[config.mk]
export PLATFORM = sky130hd
export DESIGN_NAME = display_source_arbiter
export DESIGN_NICKNAME = d
export VERILOG_FILES = /design/src/rtl/display_source_arbiter.sv
export SDC_FILE = /design/constraint.sdc
export NUM_CORES = 1
export LEC_CHECK = 0
export CAP_MARGIN = 20
export CORE_MARGIN = 2
export CORE_UTILIZATION = 59
export DETAILED_ROUTE_END_ITERATION = 16
export PLACE_DENSITY = 0.83
export SETUP_SLACK_MARGIN = 0.1
export SKIP_LAST_GASP = 1
export SLEW_MARGIN = 20
export SYNTH_ARGS = -nofsm -noshare
export SYNTH_HDL_FRONTEND = slang
export SYNTH_SLANG_ARGS = --single-unit
[constraint.sdc]
create_clock -name clk -period 4.95 [get_ports clk]
set_input_delay 0.99 -clock clk [delete_from_list [all_inputs] [get_ports clk]]
set_output_delay 0.99 -clock clk [all_outputs]
set_load 0.005 [all_outputs]
[src/rtl/display_source_arbiter.sv]
// display_source_arbiter: picks which requester (one-shot message, live keyboard,
// song playback) drives the 3-digit note/octave display. Priority is
// MSG > LIVE > PB. A released live note lingers for a hold window, and a
// message stays up for a fixed time. All outputs are registered.
//
// state     | meaning
// ----------+-----------------------------------------------------------
// IDLE      | nothing to show, outputs cleared
// LIVE      | outputs track the keyboard every cycle
// LIVE_HOLD | keyboard released, last live note frozen until the hold ends
// PB        | outputs track the playback engine every cycle
// MSG       | latched message fields shown for MSG_CYCLES cycles
module display_source_arbiter #(
  parameter int HOLD_CYCLES = 15_000_000,
  parameter int MSG_CYCLES  = 50_000_000
) (
  input  logic       clk,
  input  logic       rst_n,
  input  logic       live_valid,
  input  logic [2:0] live_note_id,
  input  logic [1:0] live_semitone,
  input  logic       live_oct_up,
  input  logic       live_oct_down,
  input  logic       pb_valid,
  input  logic [2:0] pb_note_id,
  input  logic [1:0] pb_semitone,
  input  logic       pb_oct_up,
  input  logic       pb_oct_down,
  input  logic       msg_req,
  input  logic [2:0] msg_note_id,
  input  logic [1:0] msg_semitone,
  output logic       msg_ack,
  output logic [2:0] base_note_id_out,
  output logic [1:0] semitone_out,
  output logic       display_active,
  output logic       octave_up_out,
  output logic       octave_down_out,
  output logic [1:0] source_sel
);

  localparam int MAX_CYCLES = (HOLD_CYCLES > MSG_CYCLES) ? HOLD_CYCLES : MSG_CYCLES;
  localparam int TW = (MAX_CYCLES < 1) ? 1 : $clog2(MAX_CYCLES + 1);
  // HOLD_CYCLES = 0 never loads the hold timer; keep the constant legal anyway.
  localparam logic [TW-1:0] HOLD_LOAD = (HOLD_CYCLES > 0) ? TW'(HOLD_CYCLES - 1) : '0;
  localparam logic [TW-1:0] MSG_LOAD  = TW'(MSG_CYCLES - 1);

  localparam logic [1:0] SEL_NONE = 2'b00;
  localparam logic [1:0] SEL_LIVE = 2'b01;
  localparam logic [1:0] SEL_PB   = 2'b10;
  localparam logic [1:0] SEL_MSG  = 2'b11;

  typedef enum logic [2:0] {
    IDLE      = 3'd0,
    LIVE      = 3'd1,
    LIVE_HOLD = 3'd2,
    PB        = 3'd3,
    MSG       = 3'd4
  } state_t;

  state_t        state;
  logic [TW-1:0] timer;

  // The reserved semitone code 11 is shown as "no suffix".
  function automatic logic [1:0] clean_semi(input logic [1:0] s);
    return (s == 2'b11) ? 2'b00 : s;
  endfunction

  // Where to go (and what to show) when the display falls back to the
  // ordinary live-over-playback priority without any hold.
  state_t     pri_state;
  logic [2:0] pri_note;
  logic [1:0] pri_semi;
  logic       pri_active;
  logic       pri_up;
  logic       pri_down;
  logic [1:0] pri_sel;

  // Fallback selection among live, playback and nothing.
  always_comb begin
    pri_state  = IDLE;
    pri_note   = '0;
    pri_semi   = '0;
    pri_active = 1'b0;
    pri_up     = 1'b0;
    pri_down   = 1'b0;
    pri_sel    = SEL_NONE;
    if (live_valid) begin
      pri_state  = LIVE;
      pri_note   = live_note_id;
      pri_semi   = clean_semi(live_semitone);
      pri_active = 1'b1;
      pri_up     = live_oct_up;
      pri_down   = live_oct_down;
      pri_sel    = SEL_LIVE;
    end else if (pb_valid) begin
      pri_state  = PB;
      pri_note   = pb_note_id;
      pri_semi   = clean_semi(pb_semitone);
      pri_active = 1'b1;
      pri_up     = pb_oct_up;
      pri_down   = pb_oct_down;
      pri_sel    = SEL_PB;
    end
  end

  // Arbitration FSM with registered display outputs and message handshake.
  always_ff @(posedge clk or negedge rst_n) begin
    if (!rst_n) begin
      state            <= IDLE;
      timer            <= '0;
      msg_ack          <= 1'b0;
      base_note_id_out <= '0;
      semitone_out     <= '0;
      display_active   <= 1'b0;
      octave_up_out    <= 1'b0;
      octave_down_out  <= 1'b0;
      source_sel       <= SEL_NONE;
    end else begin
      msg_ack <= 1'b0;
      // A request still pending when a message expires is taken on that same
      // edge, so back-to-back messages run without a gap.
      if (msg_req && (state != MSG || timer == '0)) begin
        state            <= MSG;
        timer            <= MSG_LOAD;
        msg_ack          <= 1'b1;
        base_note_id_out <= msg_note_id;
        semitone_out     <= clean_semi(msg_semitone);
        display_active   <= 1'b1;
        octave_up_out    <= 1'b0;
        octave_down_out  <= 1'b0;
        source_sel       <= SEL_MSG;
      end else begin
        case (state)
          MSG: begin
            if (timer == '0) begin
              state            <= pri_state;
              base_note_id_out <= pri_note;
              semitone_out     <= pri_semi;
              display_active   <= pri_active;
              octave_up_out    <= pri_up;
              octave_down_out  <= pri_down;
              source_sel       <= pri_sel;
            end else begin
              timer <= timer - 1'b1;
            end
          end
          LIVE: begin
            if (live_valid) begin
              base_note_id_out <= live_note_id;
              semitone_out     <= clean_semi(live_semitone);
              display_active   <= 1'b1;
              octave_up_out    <= live_oct_up;
              octave_down_out  <= live_oct_down;
              source_sel       <= SEL_LIVE;
            end else if (HOLD_CYCLES == 0) begin
              state            <= pri_state;
              base_note_id_out <= pri_note;
              semitone_out     <= pri_semi;
              display_active   <= pri_active;
              octave_up_out    <= pri_up;
              octave_down_out  <= pri_down;
              source_sel       <= pri_sel;
            end else begin
              state <= LIVE_HOLD;
              timer <= HOLD_LOAD;
            end
          end
          LIVE_HOLD: begin
            if (live_valid || timer == '0) begin
              state            <= pri_state;
              base_note_id_out <= pri_note;
              semitone_out     <= pri_semi;
              display_active   <= pri_active;
              octave_up_out    <= pri_up;
              octave_down_out  <= pri_down;
              source_sel       <= pri_sel;
            end else begin
              timer <= timer - 1'b1;
            end
          end
          default: begin
            // IDLE and PB both simply follow the live-over-playback priority.
            state            <= pri_state;
            base_note_id_out <= pri_note;
            semitone_out     <= pri_semi;
            display_active   <= pri_active;
            octave_up_out    <= pri_up;
            octave_down_out  <= pri_down;
            source_sel       <= pri_sel;
          end
        endcase
      end
    end
  end

endmodule

==> results of run 1 <==
==> critical path: cells and delay by family <==
| family | cells | cell delay, ps |
|---|---|---|
| buffers and inverters | 1 | 500 |
| AOI/OAI and AO/OA | 4 | 770 |
| and+or+nand+nor | 2 | 1020 |
==> power by group <==
| group | internal (W) | total, W | switching (W) |
|---|---|---|---|
| sequential | 0.000426 | 0.000533 | 0.000107 |
| combinational | 0.000195 | 0.000365 | 0.000170 |
| clock | 0.000152 | 0.000273 | 0.000121 |
| total | 0.000773 | 0.00117 | 0.000399 |
==> cell families after synthesis <==
kind of cell               after synthesis  share of synthesized area
and+or+nand+nor                        108                      0.233
AOI/OAI and AO/OA                       88                      0.239
DFF                                     40                      0.412
buffers and inverters                   24                     0.0432
muxes                                   14                     0.0633
adders and majority gates                2                     0.0103
==> cell usage in the layout, fill, tap and decap left out, types with 7 or more instances in the layout <==
master	instances
nor2_1	26
mux2_2	8
a21oi_1	20
nand3_1	8
o21ai_0	22
nor3_1	15
clkdlybuf4s50_1	33
nand2_1	26
dfrtp_1	40
o22a_1	7
inv_1	11
==> cell type report <==
type,count,area (µm²),area share
clock buffer,5,68.8,0.0237
inverter,12,46.3,0.0160
tap,50,62.6,0.0216
multi-input combinational,212,1330,0.457
sequential,40,1000,0.345
clock inverter,3,46.3,0.0160
timing repair buffer,36,350,0.121
==> sequential cells by signal, indices dropped and copies added, names as in the netlist <==
name and count:
source_sel 2, base_note_id_out 3, msg_ack 1, octave_up_out 1
octave_down_out 1, timer 26, state 3, semitone_out 2
display_active 1
==> metal layers <==
layer,vias to the layer above,routed length [µm],GRT usage
met1,1096,2790,0.377
met3,15,232,0.0493
met4,0,137,0.110
met5,-,0,0
met2,72,2900,0.432
li1,1089,-,-
==> final timing paths <==
check / startpoint / end / slack (ps) / cells after the start
max in group asynchronous: rst_n / base_note_id_out[2]$_DFFE_PN0P_ / 3580 / 1
setup / recovery: live_valid / timer[24]$_DFFE_PN0P_ / 1860 / 7
hold reg to reg: semitone_out[0]$_DFFE_PN0P_ / semitone_out[0]$_DFFE_PN0P_ / 510 / 1
hold / removal: semitone_out[0]$_DFFE_PN0P_ / semitone_out[0]$_DFFE_PN0P_ / 510 / 1
setup reg to reg: timer[10]$_DFFE_PN0P_ / timer[24]$_DFFE_PN0P_ / 2000 / 6
min in group asynchronous: rst_n / timer[16]$_DFFE_PN0P_ / 800 / 1
==> through the flow <==
| step | cells | setup WS (ps) | util | total power [W] | instance area [µm²] |
|---|---|---|---|---|---|
| finish | 358 | 1860 | 0.731 | 0.00117 | 2900 |
| global route | 358 | 1720 | 0.731 | 0.00124 | 2900 |
| CTS | 358 | 1910 | 0.731 | 0.00117 | 2900 |
| detailed placement | 350 | 1600 | 0.702 | 0.000900 | 2790 |
| global placement | 350 | 1670 | 0.702 | 0.000881 | 2790 |
| floorplan | 276 | 2410 | - | 0.000729 | 2430 |
==> Yosys cell counts, types with 2 or more instances <==
| master | count | area, µm² |
|---|---|---|
| o21ai_0 | 22 | 110 |
| nand3_1 | 8 | 40.0 |
| nand2b_1 | 4 | 25.0 |
| or3_1 | 4 | 25.0 |
| a32o_1 | 3 | 30.0 |
| a22o_1 | 2 | 17.5 |
| or4_1 | 2 | 15.0 |
| o22a_1 | 7 | 61.3 |
| mux2_1 | 3 | 33.8 |
| nor4b_1 | 2 | 17.5 |
| o31ai_1 | 5 | 37.5 |
| nor4_1 | 5 | 31.3 |
| clkbuf_1 | 8 | 30.0 |
| inv_1 | 11 | 41.3 |
| nand2_1 | 26 | 97.6 |
| dfrtp_1 | 40 | 1000 |
| a211oi_1 | 2 | 15.0 |
| or2_2 | 2 | 12.5 |
| a41oi_1 | 4 | 35.0 |
| a21o_1 | 3 | 22.5 |
| a31oi_1 | 3 | 18.8 |
| mux2i_1 | 3 | 30.0 |
| nor3b_1 | 2 | 15.0 |
| o22ai_1 | 2 | 12.5 |
| buf_2 | 2 | 10.0 |
| mux2_2 | 8 | 90.1 |
| nor2_1 | 26 | 97.6 |
| o21a_1 | 3 | 22.5 |
| nor3_1 | 15 | 75.1 |
| o21ai_2 | 3 | 26.3 |
| a21oi_1 | 20 | 100 |
| ha_1 | 2 | 25.0 |
==> impl_metrics.toml, run 1 <==
[global_route]
grt_pass1_vias = 1952
gr-usage-all-layers = 0.275
overflow = 0
antenna_found_initial = 0
grt_pass1_wl_mm = 9.34
grt_max_degree = 41

[floorplan]
fp.dieH_um = 68.2
ios = 35
rows = 23
die_area_mm2 = 0.00465
coreArea_mm2 = 0.00397
die_w_um = 68.2
start_util = 0.612

[placement]
port_buffers = 34
gp_congestion = 0.902
dp.final_hpwl_mm = 4.32

[sta]
hold_viol = 0
period_share = 0.625
rsz0062_at_grt = "false"
slew_viol_final = 0
holdWs_ps = 507
fin_skew_ps = 16.3
relSlewSlack = 0.412
period_minus_slack_ps = 3090
tightest_slew_ps = 882
setup_viol = 0
tns_ps = 0
max_freq_mhz = 323

[cells_and_area]
diodes = 0
area_growth_pct = 19.3
fill_cells = 290
drive_gt1_frac = 0.110
fin_nets = 333

[hold_path]
hold_class = "flip-flop to flip-flop"

[worst_setup_path]
critical_path_class = "primary input to flip-flop"
worstPathCellList = "clkdlybuf4s50_1, or3b_2, a21oi_1, o21ai_2, nand2_1, o21ai_0, a32o_1"
worstPathArrival_ps = 3280
slowest_delay_ps = 540
cp-start-kind = "primary input"
worst_ep_required_time_ps = 5140
crit_path_end_kind = "flip-flop"
crit_slowest_cell = "nand2_1"
path_max_fanout = 22

[pwr]
p_leak_nw = 1.14
max-vdd-ir-drop_uv = 276
powerDensity_mw_per_mm2 = 404

[yosys]
synth-edff-count = 0
ys.flop_type = "dfrtp_1"
synth_cell_type_count = 56
avgSynthCellArea_um2 = 8.81
synth_area_mm2 = 0.00243
ys_warn_count = 0
syn_nets = 302
yosysSeqAreaShare = 0.412
postSynthCellCount = 276
ys_ff_latch = 40
ys_async_sr_fraction = 1.00

[route]
ant_nets = 0
routed_via_density = 6.35
drt-initial-drc-count = 103
first_pass_iters = 6
drc_errors = 0
routed_wl_mm = 6.06
wl_per_cell_um = 16.9
vias = 2272

[clock_tree]
clock_path_buffers = 2
clk_pin_slew_worst_paths_ps = 80
cts_htree_levels = 2
clk_latency_ps = 300
root_buffer = "clkbuf_8"
numCtsBuffers = 5
cts_tree = "done"
post_cts_resized = 0
cts_setup_buffers = 0
cts_sinks = 40
cts-hold-fix-buffers = 0

[job]
maxCapViolations = 0

[run_status]
status = "finished clean"
No activity file was read; power rests on OpenSTA's default activity.
==> run 2, diff against run 1 <==
--- a/config.mk
+++ b/config.mk
@@ -7,9 +7,9 @@
 export LEC_CHECK = 0
 export CAP_MARGIN = 20
 export CORE_MARGIN = 2
-export CORE_UTILIZATION = 59
+export CORE_UTILIZATION = 54
 export DETAILED_ROUTE_END_ITERATION = 16
-export PLACE_DENSITY = 0.83
+export PLACE_DENSITY = 0.76
 export SETUP_SLACK_MARGIN = 0.1
 export SKIP_LAST_GASP = 1
 export SLEW_MARGIN = 20
==> constraint.sdc (replaced) <==
create_clock -name clk -period 3 [get_ports clk]
set_input_delay 0.6 -clock clk [delete_from_list [all_inputs] [get_ports clk]]
set_output_delay 0.6 -clock clk [all_outputs]
set_load 0.005 [all_outputs]
==> run 2 against run 1 <==
- clock power up 33%
- worst hold slack worse by 80 ps
- via count down 1.5%
- highest routed layer unchanged
- design area up 0.82%
==> impl_metrics.toml, run 2 (synthesis results as in run 1) <==
[run_status]
status = "finished clean"

[route]
routed_wl_mm = 5.99
drt-initial-drc-count = 146
routed_via_density = 6.12
vias = 2239
first_pass_iters = 5
ant_nets = 0
drc_errors = 0
wl_per_cell_um = 16.4

[placement]
port_buffers = 34
gp_congestion = 0.909
dp.final_hpwl_mm = 4.35

[floorplan]
coreArea_mm2 = 0.00435
die_w_um = 71.1
start_util = 0.559
die_area_mm2 = 0.00506
rows = 24
ios = 35
fp.dieH_um = 71.1

[clock_tree]
cts_tree = "done"
root_buffer = "clkbuf_8"
cts_htree_levels = 2
clk_latency_ps = 290
cts-hold-fix-buffers = 0
cts_setup_buffers = 0
clock_path_buffers = 2
cts_sinks = 40
clk_pin_slew_worst_paths_ps = 70
numCtsBuffers = 5

[cells_and_area]
multi_input_area_mm2 = 0.00133
drive_gt1_frac = 0.124
final_util = 0.672
fill_cells = 342
final_cell_mix = "40 x dfrtp_1, 33 x clkdlybuf4s50_1, 26 x nor2_1, 26 x nand2_1, 22 x o21ai_0"
top_regs = "timer: 26 flops, base_note_id_out: 3 flops, state: 3 flops"
fin_nets = 339
top_register = "timer"
largest_reg_flops = 26
diodes = 0
area_growth_pct = 20.3
seqCellArea_mm2 = 0.00100
final_common_cell = "dfrtp_1"

[global_route]
overflow = 0
antenna_found_initial = 0
gr-usage-all-layers = 0.248
grt_pass1_vias = 2085
grt_max_degree = 41
grt_pass1_wl_mm = 9.96

[sta]
hold_viol = 0
max_freq_mhz = 368
tns_ps = 0
period_minus_slack_ps = 2710
setup_viol = 0
rsz0062_at_grt = "false"
period_share = 0.905
holdWs_ps = 427
fin_skew_ps = 9.14
tightest_slew_ps = 886
slew_viol_final = 0
relSlewSlack = 0.410

[worst_setup_path]
worst_ep_required_time_ps = 3170
cp-start-kind = "flip-flop"
endpoint = "base_note_id_out[0]$_DFFE_PN0P_"
critical_path_class = "flip-flop to flip-flop"
reg2reg_from = "timer[10]$_DFFE_PN0P_"
path_max_fanout = 9
crit_path_end_kind = "flip-flop"
worstPathArrival_ps = 2880
crit_start = "timer[10]$_DFFE_PN0P_"
r2r_setup_slack_ps = 290
worst_r2r_path_depth = 6
reg2reg_to = "base_note_id_out[0]$_DFFE_PN0P_"

[pwr]
p_leak_nw = 1.16
max-vdd-ir-drop_uv = 391
power_w = 0.00186
powerDensity_mw_per_mm2 = 636

[hold_path]
hold_class = "primary input to asynchronous set/reset pin"

[job]
maxCapViolations = 0
==> run 2: cell count changes in the layout (fill, tap and decap cells not counted) <==
| cell | previous run | this run |
|---|---|---|
| clkinvlp_4 | 1 | 0 |
| and2_1 | 1 | 0 |
| buf_4 | 2 | 8 |
| clkbuf_1 | 0 | 2 |
| bufinv_16 | 1 | 0 |
| clkbuf_8 | 5 | 6 |
| and2_2 | 0 | 1 |
| inv_6 | 1 | 0 |
==> run 2: through the flow <==
| step | instances | cell area, µm² | worst slack (ps) |
|---|---|---|---|
| after detailed placement | 358 | 2830 | 278 |
| after floorplan | 276 | 2430 | 463 |
| after global routing | 366 | 2930 | 127 |
| final | 366 | 2930 | 286 |
| after global placement | 358 | 2830 | 311 |
| after CTS | 366 | 2920 | 258 |
==> run 2: worst min path at each step <==
stage                                               start                               to  slack [ps]  depth (start not counted)
after floorplan                                     rst_n  base_note_id_out[0]$_DFFE_PN0P_         300                          0
after global placement          octave_up_out$_DFFE_PN0P_        octave_up_out$_DFFE_PN0P_         490                          1
after detailed placement  base_note_id_out[0]$_DFFE_PN0P_  base_note_id_out[0]$_DFFE_PN0P_         490                          1
after CTS                                           rst_n            timer[17]$_DFFE_PN0P_         460                          1
after global routing                                rst_n            timer[17]$_DFFE_PN0P_         510                          1
final                                               rst_n            timer[17]$_DFFE_PN0P_         430                          1
==> run 2: report_power, final <==
group / total, W / internal (W) / switching, W
clock: 0.000364 / 0.000188 / 0.000177
combinational: 0.000613 / 0.000333 / 0.000280
sequential: 0.000884 / 0.000703 / 0.000181
total: 0.00186 / 0.00122 / 0.000637
==> run 2: final cells by class <==
cell class | count | share of cell area
well taps | 52 | 0.0222
inverters | 12 | 0.0158
repair buffers | 42 | 0.135
multi-input cells | 212 | 0.454
clock buffers | 8 | 0.0308
flip-flops and latches | 40 | 0.342
==> run 2: timing repair <==
action	4_1_cts	5_1_grt
hold endpoints to repair	0	0
endpoints found under the setup margin	0	1
gates resized for setup	0	1
==> run 2: layer usage <==
| metal | GRT usage | wire length [µm] | share of wire | vias up |
|---|---|---|---|---|
| met1 | 0.351 | 2800 | 0.47 | 1069 |
| met3 | 0.0499 | 321 | 0.054 | 4 |
| met2 | 0.393 | 2840 | 0.47 | 69 |
| met5 | 0 | 0 | 0 | - |
| li1 | - | - | - | 1097 |
| met4 | 0.0629 | 29 | 0.0048 | 0 |
==> run 2: critical path, stage by stage, from the launching register on <==
cell and delay [ps]:
dfrtp_1 420, or4_1 580, or4b_4 560, o21ai_2 200, o21ai_2 200, mux2_1 370
mux2_2 260
==> run 3, diff against run 2 <==
--- a/config.mk
+++ b/config.mk
@@ -7,9 +7,10 @@
 export LEC_CHECK = 0
 export CAP_MARGIN = 20
 export CORE_MARGIN = 2
-export CORE_UTILIZATION = 54
+export CORE_UTILIZATION = 56
+export CTS_BUF_LIST = sky130_fd_sc_hd__clkbuf_4 sky130_fd_sc_hd__clkbuf_8
 export DETAILED_ROUTE_END_ITERATION = 16
-export PLACE_DENSITY = 0.76
+export PLACE_DENSITY = 0.79
 export SETUP_SLACK_MARGIN = 0.1
 export SKIP_LAST_GASP = 1
 export SLEW_MARGIN = 20
==> run 3 against run 2 <==
- sequential share of layout area hardly changed
- setup slack better by 2.5 ps
- largest cell class unchanged
- highest routed layer unchanged
- maximum frequency hardly changed
- worst hold slack better by 12 ps
- non-clock buffer count is 2 higher
- clock-buffer cell count is 2 lower
- total power is 0.17% lower
- final cell count is 0.27% lower
- die area is 3.4% lower
- sequential power hardly changed
==> impl_metrics.toml, run 3 (synthesis results as in run 1) <==
[placement]
dp.final_hpwl_mm = 4.54
gp_congestion = 0.848
dpl.cell_count = 358
port_buffers = 34

[clock_tree]
cts_setup_buffers = 0
cts_sinks = 40
clock_path_buffers = 2
cts_tree = "done"
root_buffer = "clkbuf_8"
clk_pin_slew_worst_paths_ps = 80
clk_latency_ps = 290
numCtsBuffers = 5
cts_htree_levels = 2

[cells_and_area]
final_cell_mix = "40 x dfrtp_1, 33 x clkdlybuf4s50_1, 26 x nor2_1, 26 x nand2_1, 22 x o21ai_0"
largest_reg_flops = 26
top_register = "timer"
fin_nets = 341
multi_input_area_mm2 = 0.00133
final_common_cell = "dfrtp_1"
area_growth_pct = 20.4
drive_gt1_frac = 0.133
final_util = 0.717
top_regs = "timer: 26 flops, base_note_id_out: 3 flops, state: 3 flops"
seqCellArea_mm2 = 0.00100
fill_cells = 315
diodes = 0
instances_no_fill = 365

[global_route]
grt_pass1_wl_mm = 10.8
grt_pass1_vias = 2226
overflow = 0
gr-usage-all-layers = 0.275
antenna_found_initial = 0
grt_max_degree = 41

[worst_setup_path]
worst_ep_required_time_ps = 3210
crit_path_end_kind = "flip-flop"
critical_path_class = "flip-flop to flip-flop"
worstPathArrival_ps = 2920
cp-start-kind = "flip-flop"
path_max_fanout = 9

[sta]
hold_viol = 0
tns_ps = 0
fin_skew_ps = 6.88
rsz0062_at_grt = "false"
setup_viol = 0
max_freq_mhz = 369
period_minus_slack_ps = 2710
period_share = 0.904
slew_viol_final = 0
relSlewSlack = 0.388
holdWs_ps = 439
tightest_slew_ps = 918

[route]
routed_via_density = 6.29
drc_errors = 0
drt-initial-drc-count = 182
ant_nets = 0
routed_wl_mm = 6.24
vias = 2296
first_pass_iters = 5
wl_per_cell_um = 17.1

[pwr]
powerDensity_mw_per_mm2 = 634
power_w = 0.00186
max-vdd-ir-drop_uv = 413
p_leak_nw = 1.17

[floorplan]
start_util = 0.595
coreArea_mm2 = 0.00409
die_area_mm2 = 0.00489
rows = 23
fp.dieH_um = 69.9
die_w_um = 69.9
ios = 35

[job]
maxCapViolations = 0

[hold_path]
hold_class = "primary input to asynchronous set/reset pin"

[run_status]
status = "finished clean"
==> run 3: changes by cell type in the layout (fill, tap and decap cells not counted) <==
| cell | before | now |
|---|---|---|
| buf_4 | 8 | 10 |
| clkbuf_1 | 2 | 0 |
| clkinv_2 | 1 | 2 |
| clkbuf_8 | 6 | 5 |
| clkbuf_4 | 0 | 1 |
==> run 3: worst max-delay path: stages, from the launching register on <==
cell and delay (ps):
dfrtp_1 430, or4_1 580, nor4b_1 460, a21boi_1 230, a21oi_2 450, buf_4 230
a21oi_1 50, o31ai_1 190
==> run 3: area by class of cell <==
class | instances | share of cell area
Sequential cell | 40 | 0.342
Inverter | 12 | 0.0158
Timing Repair Buffer | 44 | 0.140
Clock inverter | 1 | 0.00171
Clock buffer | 6 | 0.0261
Tap cell | 50 | 0.0214
Multi-Input combinational cell | 212 | 0.453
==> run 3: stage by stage <==
stage | area, µm² | setup WS (ps)
final | 2930 | 288
after global placement | 2850 | 295
after CTS | 2930 | 231
after global routing | 2930 | 120
after detailed placement | 2850 | 254
after floorplan | 2430 | 463
==> run 3: what timing repair did <==
| action | CTS | global route |
|---|---|---|
| hold buffers | 0 | 0 |
| resized for setup | 0 | 1 |
| setup endpoints to repair | 0 | 2 |
| endpoints found under the hold margin | 0 | 0 |
==> run 3: final timing paths <==
check / from / to / slack, ps / cells past startpoint
max: timer[10]$_DFFE_PN0P_ / timer[4]$_DFFE_PN0P_ / 290 / 7
min: rst_n / timer[21]$_DFFE_PN0P_ / 440 / 1
max reg2reg: timer[10]$_DFFE_PN0P_ / timer[4]$_DFFE_PN0P_ / 290 / 7
min reg2reg: semitone_out[0]$_DFFE_PN0P_ / semitone_out[0]$_DFFE_PN0P_ / 510 / 1
max in group asynchronous: rst_n / base_note_id_out[1]$_DFFE_PN0P_ / 1990 / 1
min in group clk: semitone_out[0]$_DFFE_PN0P_ / semitone_out[0]$_DFFE_PN0P_ / 510 / 1
==> run 3: per-layer routing <==
layer	vias to the layer above	GRT usage	wire length [µm]
li1	1103	-	-
met1	1081	0.404	2910
met2	100	0.400	2810
met3	12	0.0563	400
met4	0	0.103	121
met5	-	0	0
==> run 3: power by group <==
part / total (W) / switching [W] / internal (W)
Combinational: 0.000631 / 0.000291 / 0.000339
Clock: 0.000343 / 0.000176 / 0.000167
Sequential: 0.000884 / 0.000180 / 0.000703
Total: 0.00186 / 0.000648 / 0.00121
